===== src/rtl/hex_display_pkg.sv =====
// Shared constants for the hex seven-segment display controller:
// active-low glyph table, blank code and parameter legality helpers.
package hex_display_pkg;

   // Active-low segment code for a fully dark digit.
   localparam logic [6:0] SEG_OFF = 7'h7F;

   // Active-low glyphs for nibble values 0..F, bit order g..a = [6:0].
   localparam logic [6:0] SEG_HEX [0:15] = '{
      7'h40, 7'h79, 7'h24, 7'h30, 7'h19, 7'h12, 7'h02, 7'h78,
      7'h00, 7'h18, 7'h08, 7'h03, 7'h27, 7'h21, 7'h06, 7'h0E
   };

   // Digit count must stay within what one 32-bit word can hold.
   function automatic bit num_digits_legal(input int n);
      return (n >= 1) && (n <= 8);
   endfunction

   // Divider values are hold lengths in clocks, so zero is meaningless.
   function automatic bit div_legal(input int d);
      return d >= 1;
   endfunction

   // Bits needed for a counter running 0..d-1, never narrower than one bit.
   function automatic int cnt_width(input int d);
      return (d > 1) ? $clog2(d) : 1;
   endfunction

endpackage


===== src/rtl/hex_seg_encode.sv =====
// One hex digit to active-low seven-segment code, with a forced-blank input.
module hex_seg_encode
   import hex_display_pkg::*;
(
   input  logic [3:0] nibble,
   input  logic       blank,
   output logic [6:0] seg
);

   // Table lookup unless the digit is being suppressed.
   always_comb begin
      seg = SEG_OFF;
      if (blank) begin
         seg = SEG_OFF;
      end else begin
         seg = SEG_HEX[nibble];
      end
   end

endmodule


===== src/rtl/hex_display_ctrl.sv =====
// N-digit hex display controller: shadow register, leading-zero blanking,
// whole-display blink, static per-digit buses and a scanned mux bus.
module hex_display_ctrl
   import hex_display_pkg::*;
#(
   parameter int NUM_DIGITS = 4,
   parameter int SCAN_DIV   = 50000,
   parameter int BLINK_DIV  = 12500000
)
(
   input  logic                      Clk,
   input  logic                      Rst,
   input  logic                      load,
   input  logic [4*NUM_DIGITS-1:0]   value,
   input  logic                      blank_lz,
   input  logic                      blink_en,
   output logic [7*NUM_DIGITS-1:0]   seg_static,
   output logic [6:0]                seg_mux,
   output logic [NUM_DIGITS-1:0]     an_mux,
   output logic                      updated
);

   localparam int DATA_W  = 4 * NUM_DIGITS;
   localparam int SEG_W   = 7 * NUM_DIGITS;
   localparam int IDX_W   = cnt_width(NUM_DIGITS);
   localparam int SCAN_W  = cnt_width(SCAN_DIV);
   localparam int BLINK_W = cnt_width(BLINK_DIV);

   localparam logic [IDX_W-1:0]   IDX_LAST   = IDX_W'(NUM_DIGITS - 1);
   localparam logic [SCAN_W-1:0]  SCAN_LAST  = SCAN_W'(SCAN_DIV - 1);
   localparam logic [BLINK_W-1:0] BLINK_LAST = BLINK_W'(BLINK_DIV - 1);

   if (!num_digits_legal(NUM_DIGITS) || !div_legal(SCAN_DIV) || !div_legal(BLINK_DIV)) begin : g_param_check
      $error("hex_display_ctrl: illegal NUM_DIGITS, SCAN_DIV or BLINK_DIV");
   end

   logic [DATA_W-1:0]  shadow_q,     shadow_d;
   logic               loaded_q,     loaded_d;
   logic               updated_q,    updated_d;
   logic [SEG_W-1:0]   seg_static_q, seg_static_d;
   logic [6:0]         seg_mux_q,    seg_mux_d;
   logic [NUM_DIGITS-1:0] an_mux_q,  an_mux_d;
   logic [IDX_W-1:0]   scan_idx_q,   scan_idx_d;
   logic [SCAN_W-1:0]  scan_cnt_q,   scan_cnt_d;
   logic [BLINK_W-1:0] blink_cnt_q,  blink_cnt_d;
   logic               blink_dark_q, blink_dark_d;

   logic [NUM_DIGITS-1:0] blank_s;
   logic                  lz_run_s;
   logic [6:0]            enc_s [NUM_DIGITS];
   logic [6:0]            vis_s [NUM_DIGITS];

   // Walk from the most significant digit down, blanking while every digit so far is zero.
   always_comb begin
      blank_s  = '0;
      lz_run_s = 1'b1;
      for (int i = NUM_DIGITS - 1; i >= 1; i--) begin
         lz_run_s = lz_run_s & (shadow_q[4*i +: 4] == 4'h0);
         if (blank_lz) begin
            blank_s[i] = lz_run_s;
         end else begin
            blank_s[i] = 1'b0;
         end
      end
      // Digit 0 always shows, so a zero word reads "0" rather than nothing.
      blank_s[0] = 1'b0;
   end

   for (genvar g = 0; g < NUM_DIGITS; g++) begin : g_enc
      hex_seg_encode u_enc (
         .nibble (shadow_q[4*g +: 4]),
         .blank  (blank_s[g]),
         .seg    (enc_s[g])
      );
   end

   // Apply the blink mask, then build the static bus and the scanned digit/anode pair.
   always_comb begin
      seg_static_d = '1;
      an_mux_d     = '1;
      for (int i = 0; i < NUM_DIGITS; i++) begin
         if (blink_en && blink_dark_q) begin
            vis_s[i] = SEG_OFF;
         end else begin
            vis_s[i] = enc_s[i];
         end
         seg_static_d[7*i +: 7] = vis_s[i];
         if (scan_idx_q == IDX_W'(i)) begin
            an_mux_d[i] = 1'b0;
         end else begin
            an_mux_d[i] = 1'b1;
         end
      end
      // Anode and segments come from the same index, so they switch on the same edge.
      seg_mux_d = vis_s[scan_idx_q];
   end

   // Shadow capture and the one-cycle-delayed update flag.
   always_comb begin
      shadow_d  = shadow_q;
      if (load) begin
         shadow_d = value;
      end else begin
         shadow_d = shadow_q;
      end
      loaded_d  = load;
      updated_d = loaded_q;
   end

   // Free-running scan prescaler and digit index, plus blink prescaler and phase.
   always_comb begin
      scan_cnt_d   = scan_cnt_q;
      scan_idx_d   = scan_idx_q;
      blink_cnt_d  = blink_cnt_q;
      blink_dark_d = blink_dark_q;
      if (scan_cnt_q == SCAN_LAST) begin
         scan_cnt_d = '0;
         if (scan_idx_q == IDX_LAST) begin
            scan_idx_d = '0;
         end else begin
            scan_idx_d = scan_idx_q + 1'b1;
         end
      end else begin
         scan_cnt_d = scan_cnt_q + 1'b1;
      end
      if (blink_cnt_q == BLINK_LAST) begin
         blink_cnt_d  = '0;
         blink_dark_d = ~blink_dark_q;
      end else begin
         blink_cnt_d = blink_cnt_q + 1'b1;
      end
   end

   // State update with synchronous reset taking priority over load and counters.
   always_ff @(posedge Clk) begin
      if (Rst) begin
         shadow_q     <= '0;
         loaded_q     <= 1'b0;
         updated_q    <= 1'b0;
         seg_static_q <= {NUM_DIGITS{SEG_OFF}};
         seg_mux_q    <= SEG_OFF;
         an_mux_q     <= '1;
         scan_idx_q   <= '0;
         scan_cnt_q   <= '0;
         blink_cnt_q  <= '0;
         blink_dark_q <= 1'b0;
      end else begin
         shadow_q     <= shadow_d;
         loaded_q     <= loaded_d;
         updated_q    <= updated_d;
         seg_static_q <= seg_static_d;
         seg_mux_q    <= seg_mux_d;
         an_mux_q     <= an_mux_d;
         scan_idx_q   <= scan_idx_d;
         scan_cnt_q   <= scan_cnt_d;
         blink_cnt_q  <= blink_cnt_d;
         blink_dark_q <= blink_dark_d;
      end
   end

   assign seg_static = seg_static_q;
   assign seg_mux    = seg_mux_q;
   assign an_mux     = an_mux_q;
   assign updated    = updated_q;

endmodule


===== config.mk =====
export PLATFORM = sky130hd
export DESIGN_NAME = hex_display_ctrl
export DESIGN_NICKNAME = d
export VERILOG_FILES = /design/src/rtl/hex_display_pkg.sv /design/src/rtl/hex_seg_encode.sv /design/src/rtl/hex_display_ctrl.sv
export SDC_FILE = /design/constraint.sdc
export NUM_CORES = 1
export LEC_CHECK = 0
export CAP_MARGIN = 15
export CORE_UTILIZATION = 55
export DETAILED_ROUTE_END_ITERATION = 10
export PLACE_DENSITY = 0.78
export SLEW_MARGIN = 40
export SYNTH_ARGS = -nofsm -noshare
export SYNTH_HDL_FRONTEND = slang
export SYNTH_SLANG_ARGS = --single-unit

===== constraint.sdc =====
create_clock -name Clk -period 2.7 [get_ports Clk]
set_input_delay 0.54 -clock Clk [delete_from_list [all_inputs] [get_ports Clk]]
set_output_delay 0.54 -clock Clk [all_outputs]
set_load 0.05 [all_outputs]

After elaboration in Yosys (flattened, before gate mapping)
Memories as Yosys holds them, arrays and structs flattened.
Cells that the tools add are included.
- register bits after elaboration: 100
- bits in read-only memories: 448
- input bits: 21
- word-level logic and storage cells: 68
- memories: 4
- add/sub/neg operators: 3
- $lt $le $gt $ge: 5
- equality and inequality tests: 5
- muxes and demuxes: 26
- bitwise logic cells: 8
- reduce and logical (&&, ||, !) cells: 7
- memories (name ; depth ; bits a word ; read ports ; clocked after Yosys merged registers in ; wr ports ; RTL line ; text):
    (no name shown) ; 16 ; 7 ; 1 ; 0 ; 0 ; hex_seg_encode.sv:16 ; seg = SEG_HEX[nibble];
    (no name shown) ; 16 ; 7 ; 1 ; 0 ; 0 ; hex_seg_encode.sv:16 ;
    (no name shown) ; 16 ; 7 ; 1 ; 0 ; 0 ; hex_seg_encode.sv:16 ;
    (no name shown) ; 16 ; 7 ; 1 ; 0 ; 0 ; hex_seg_encode.sv:16 ;
- operators with widths (operator ; count):
    $mux 7 ; 17
    $add 24x1->24 const B ; 1
    $eq 24x24->1 const B ; 1
    $ge 5x5->1 const B ; 4
    $not 4->5 ; 4
    $add 16x1->16 const B ; 1
    $eq 16x16->1 const B ; 1
    $bmux 7 s2 ; 1
    $logic_not 4->1 ; 3
    $mux 1 ; 7
    $eq 2x2->1 const B ; 2
    $reduce_or 2->1 ; 2
    $ge 3x3->1 const B ; 1
    $not 2->3 ; 1
    $add 2x1->2 const B ; 1
    $and 1x1->1 ; 2
    $eq 2x1->1 const B ; 1
    $logic_not 2->1 ; 1
    $mux 2 ; 1
    $logic_and 1x1->1 ; 1
    $not 1->1 ; 1

Logic depth before layout (Yosys ltp)
- word-level depth: 9
- gate-level depth with buffers: 9
- depth with buffers taken out: 7

Hierarchy
From an unflattened synthesis, not the netlist that was laid out.
- cell total of the unflattened synthesis: 554
- area total of the unflattened synthesis: 4917.2 µm²
- modules (own cells, without submodules) (module ; times used ; cells an instance ; area each (µm²) ; sequential area each (µm²)):
    hex_display_ctrl ; 1 ; 408 ; 3902.5 ; 2001.9
    hex_seg_encode (g_enc[2].u_enc ...) ; 2 ; 37 ; 247.7 ; 0.0
    hex_seg_encode (g_enc[0].u_enc) ; 1 ; 36 ; 267.8 ; 0.0
    hex_seg_encode (g_enc[1].u_enc) ; 1 ; 36 ; 251.5 ; 0.0

Least setup slack after synthesis
OpenSTA, ideal clock, no wires.
- kind: flip-flop to flip-flop
- start point: reg shadow_q[12]
- end point: reg seg_mux_q[5], in the netlist seg_mux[5]
- arrival: 1859 ps
- setup slack: 719 ps
- stages on the path, launching flop included: 9
- buffers on the path: 1
- period minus slack after synthesis: 1981 ps
- cell sequence: dfxtp_1 > inv_1 > ha_1 > nor4bb_4 > and2_1 > buf_6 > a2111oi_0 > a21oi_1 > a311o_1
- word-level cells in the longest chain between the ends: 9
- RTL lines (element ; RTL line ; text):
    from (decl) ; hex_display_ctrl.sv:37 ; logic [DATA_W-1:0] shadow_q, shadow_d;
    from (signal assigned) ; hex_display_ctrl.sv:148 ; shadow_q <= shadow_d;
    $not 4->5 (implied by the code) / $logic_not 4->1 (equally long branches) ; hex_seg_encode.sv:16, hex_display_ctrl.sv:58 ;
    $mem_v2 16x7 / $and 1x1->1 (equally long branches) ; - ;
    $mux 7 (implied by the code) / $and 1x1->1 (equally long branches) ; hex_seg_encode.sv:16, hex_display_ctrl.sv:58 ;
    $mux 7 (implied by the code) / $mux 1 (equally long branches) ; hex_seg_encode.sv:16, hex_display_ctrl.sv:59 ;
    $mux 7 ; hex_seg_encode.sv:13 ; if (blank) begin
    $mux 7 ; hex_display_ctrl.sv:82 ; if (blink_en && blink_dark_q) begin
    $bmux 7 s2 * ; hex_display_ctrl.sv:95 ; seg_mux_d = vis_s[scan_idx_q];
    $mux 7 (implied by the code) * (2 in a row) ; hex_display_ctrl.sv:95 ;
    to (signal assigned) ; hex_display_ctrl.sv:152 ; seg_mux_q <= seg_mux_d;
    to (decl) ; hex_display_ctrl.sv:41 ; logic [6:0] seg_mux_q, seg_mux_d;
Mark *: on every way between the ends. The rest lies on a longest branch, timed or not. The select of a mux whose other input is x is not followed.
A chain may end at the register's enable or synchronous reset.

Worst setup path after layout
- start point: reg shadow_q[13]
- end point: reg seg_mux_q[1], in the netlist seg_mux[1]
Same word-level chain as after synthesis.

==> run_summary.xml <==
<?xml version="1.0" encoding="UTF-8"?>
<metrics>
  <group name="power">
    <metric name="clkPwrFrac" unit="">0.271</metric>
    <metric name="seq_power_share" unit="">0.523</metric>
    <metric name="p_int" unit="mW">2.15</metric>
    <metric name="vdd.ir_drop.worst" unit="mV">0.333</metric>
    <metric name="swShare" unit="">0.303</metric>
    <metric name="power-per-cell-area" unit="nW/um^2">552</metric>
    <metric name="power_switching" unit="uW">938</metric>
    <metric name="leakagePower" unit="nW">2.17</metric>
    <metric name="combinational_share_of_power" unit="">0.206</metric>
  </group>
  <group name="finish">
    <metric name="nFillCells" unit="">696</metric>
    <metric name="final_nets" unit="">631</metric>
    <metric name="final_common_cell" unit="">sky130_fd_sc_hd__dfxtp_1</metric>
    <metric name="stdcell_count" unit="">693</metric>
    <metric name="layout.cells.most_common_list" unit="">sky130_fd_sc_hd__dfxtp_1, sky130_fd_sc_hd__nor2_1, sky130_fd_sc_hd__clkdlybuf4s50_1, sky130_fd_sc_hd__nand2_1, sky130_fd_sc_hd__ha_1</metric>
    <metric name="synthToLayoutAreaGrowth" unit="%">16.0</metric>
    <metric name="fin_area" unit="sq um">5600</metric>
    <metric name="n_antenna_cell" unit="">0</metric>
    <metric name="final_layout_size_suffix_gt1_frac" unit="">0.0578</metric>
    <metric name="final_core_density" unit="">0.672</metric>
  </group>
  <group name="timing">
    <metric name="finalHoldViolCount" unit="">0</metric>
    <metric name="worst_clock_skew" unit="ps">7.48</metric>
    <metric name="fin_hold_ws" unit="ps">447</metric>
    <metric name="fin_crit_sh" unit="">0.847</metric>
    <metric name="post-route-min-period" unit="ps">2290</metric>
    <metric name="achievable-frequency" unit="MHz">437</metric>
    <metric name="rsz_0062_raised_after_global_routing" unit="">false</metric>
    <metric name="timing_max_transition_violations_final" unit="">0</metric>
    <metric name="setup-violations-final" unit="">0</metric>
    <metric name="timing.setup.tns" unit="ps">0</metric>
    <metric name="worstMarginPinSlew" unit="ps">686</metric>
    <metric name="timing.max_slew.rel_slack" unit="">0.542</metric>
  </group>
  <group name="clock_tree">
    <metric name="cts_tree" unit="">built</metric>
    <metric name="post_cts_resized" unit="">0</metric>
    <metric name="postCtsSetupBuffers" unit="">0</metric>
    <metric name="tritoncts_num_sinks" unit="">100</metric>
    <metric name="htree_levels" unit="">3</metric>
    <metric name="cts.hold.buffers_added" unit="">0</metric>
    <metric name="maximum_root_to_sink_buffer_count" unit="">2</metric>
    <metric name="clk_pin_slew" unit="ps">90</metric>
    <metric name="insertion_delay" unit="ps">360</metric>
    <metric name="cts_buffers" unit="">9</metric>
    <metric name="clock-root-buffer" unit="">sky130_fd_sc_hd__clkbuf_8</metric>
  </group>
  <group name="routing">
    <metric name="ant_nets" unit="">0</metric>
    <metric name="drt-vias-per-instance" unit="">5.58</metric>
    <metric name="dr.first_iter.drc_count" unit="">211</metric>
    <metric name="route.detailed.drc" unit="">0</metric>
    <metric name="wl" unit="microns">10200</metric>
    <metric name="wire_per_inst" unit="microns">14.7</metric>
    <metric name="via_count" unit="">3869</metric>
    <metric name="drt_pass1_iterations" unit="">4</metric>
  </group>
  <group name="yosys">
    <metric name="postSynthNetCount" unit="">584</metric>
    <metric name="syn_area_per_cell" unit="sq um">8.99</metric>
    <metric name="syn_inst" unit="">537</metric>
    <metric name="synth_sequential_area_ratio" unit="">0.415</metric>
    <metric name="synth_cell_type_count" unit="">65</metric>
    <metric name="ys.warnings.count" unit="">0</metric>
    <metric name="synth_enable_flop_cells" unit="">0</metric>
    <metric name="ys_dominant_reg_cell" unit="">sky130_fd_sc_hd__dfxtp_1</metric>
    <metric name="async_reset_ff_frac" unit="">0</metric>
    <metric name="yosys_register_bits" unit="">100</metric>
    <metric name="post_synth_instance_area" unit="sq um">4830</metric>
  </group>
  <group name="floorplanning">
    <metric name="io_count" unit="">61</metric>
    <metric name="dieHeight" unit="microns">95.7</metric>
    <metric name="effective_utilization_at_floorplan" unit="">0.579</metric>
    <metric name="dieWidth" unit="microns">95.7</metric>
    <metric name="core_region_area" unit="sq um">8340</metric>
    <metric name="core.rowCount" unit="">33</metric>
    <metric name="die_area" unit="sq um">9160</metric>
  </group>
  <group name="hold_path">
    <metric name="type_of_the_tightest_min_delay_check" unit="">reg -&gt; reg</metric>
    <metric name="holdPathStages" unit="">1</metric>
    <metric name="worst_hold_path.endpoint" unit="">updated</metric>
    <metric name="hp-start" unit="">loaded_q</metric>
  </group>
  <group name="global_routing">
    <metric name="grt_usage" unit="">0.231</metric>
    <metric name="first_global_vias" unit="">3538</metric>
    <metric name="grt_antenna_before_repair" unit="">0</metric>
    <metric name="grt_start_max_net_pins" unit="">36</metric>
    <metric name="grt_first_pass_wirelength" unit="microns">16200</metric>
    <metric name="overflow" unit="">0</metric>
  </group>
  <group name="place">
    <metric name="portBuffers" unit="">60</metric>
    <metric name="dpl_cell_area" unit="sq um">5430</metric>
    <metric name="dp_cells" unit="">678</metric>
    <metric name="place.gp.congestion" unit="">0.810</metric>
    <metric name="detailedPlacementHpwl" unit="microns">7480</metric>
  </group>
  <group name="worst_setup_path">
    <metric name="timing.reg2reg.setup_slack" unit="ps">410</metric>
    <metric name="worst_r2r_startpoint" unit="">shadow_q[13]</metric>
    <metric name="cp-start-kind" unit="">register</metric>
    <metric name="largest_fanout_on_the_critical_path" unit="">9</metric>
    <metric name="worst_r2r_endpoint" unit="">seg_mux[1]</metric>
    <metric name="critPathCaptureType" unit="">register</metric>
    <metric name="required_time_at_the_worst_slack_endpoint" unit="ps">2990</metric>
    <metric name="worstRegToRegCells" unit="">7</metric>
    <metric name="worst-setup-path-type" unit="">reg -&gt; reg</metric>
    <metric name="cp.arrival" unit="ps">2570</metric>
    <metric name="critical_path.startpoint" unit="">shadow_q[13]</metric>
  </group>
  <group name="run_status">
    <metric name="run_status" unit="">completed</metric>
  </group>
  <group name="run">
    <metric name="drv.max_cap_violation_count" unit="">0</metric>
  </group>
</metrics>
## critical path, cell delays in order, from the launching register on
cell and delay, ps:
sky130_fd_sc_hd__dfxtp_1 380, sky130_fd_sc_hd__inv_1 130, sky130_fd_sc_hd__ha_1 200, sky130_fd_sc_hd__nor4bb_4 480, sky130_fd_sc_hd__and2_1 400, sky130_fd_sc_hd__a31oi_4 210, sky130_fd_sc_hd__a31o_1 230, sky130_fd_sc_hd__a31oi_1 180
## cells in the mapped netlist (all sizes together) (4+ instances only)
cell    instances  area share
a21o            4      0.0062
a21oi          14       0.015
a31oi           5      0.0096
and3            9       0.012
and4            5      0.0091
buf            12       0.021
clkbuf         17       0.013
dfxtp         100        0.41
ha             26       0.067
inv            17       0.013
mux2i          22       0.046
nand2          34       0.026
nand2b         14       0.018
nand3          24       0.025
nand3b          5      0.0078
nand4          10       0.013
nor2           83       0.065
nor2b          14       0.018
nor3            9      0.0093
nor4            6      0.0091
o21ai          15       0.016
or2             5      0.0065
or3             4      0.0052
xnor2          18       0.033
xor2           19       0.034
## worst max path at each step
stage                             to  slack, ps
after floorplan           seg_mux[5]        720
after global placement    seg_mux[1]        290
after detailed placement  seg_mux[1]        190
after CTS                 seg_mux[5]        430
after global routing      seg_mux[1]        280
final                     seg_mux[1]        410
## layer usage
layer | vias to the layer above | global-route usage | wire length, microns
met4 | 0 | 0.0883 | 275
met1 | 1802 | 0.275 | 4460
met2 | 99 | 0.402 | 4930
li1 | 1943 | - | -
met3 | 25 | 0.0569 | 503
met5 | - | 0 | 0
## registers in the layout, summed over array words and instances (netlist names)
| name | flops |
|---|---|
| blink_cnt_q | 24 |
| scan_cnt_q | 16 |
| seg_mux | 7 |
| seg_static | 28 |
| updated | 1 |
| blink_dark_q | 1 |
| loaded_q | 1 |
| shadow_q | 16 |
| scan_idx_q | 2 |
| an_mux | 4 |
## metrics by stage
stage / worst slack (ps) / power, mW
2_1_floorplan: 719 / 2.09
5_1_grt: 276 / 3.23
4_1_cts: 434 / 3.12
6_report: 414 / 3.09
3_5_place_dp: 195 / 2.29
3_3_place_gp: 291 / 2.28
## power groups by stage
stage / clock network (mW) / registers [mW] / logic [mW]
5_1_grt: 0.926 / 1.63 / 0.675
3_3_place_gp: 0 / 1.65 / 0.628
3_5_place_dp: 0 / 1.65 / 0.635
2_1_floorplan: 0 / 1.83 / 0.257
4_1_cts: 0.868 / 1.62 / 0.637
6_report: 0.839 / 1.62 / 0.636
## logic make-up (layout without fill, tap and decap cells)
family,after synthesis,count (layout),share of synthesized area
XOR/XNOR,37,37,0.0671
multiplexers,24,24,0.0503
AO/OA/AOI/OAI,68,68,0.102
adder cells (fa/ha/maj),26,26,0.0674
flip-flops,100,100,0.415
AND/OR/NAND/NOR,236,236,0.251
buffers and inverters,46,97,0.0474
## cell type report
class,count,area (sq um),share of cell area
multi-input cells,391,2600,0.464
flip-flops and latches,100,2000,0.357
repair buffers,65,638,0.114
clock buffers,11,141,0.0252
well taps,105,131,0.0235
inverters,17,63.8,0.0114
clock inverters,4,26.3,0.00469
No activity file was read; power rests on OpenSTA's default activity.
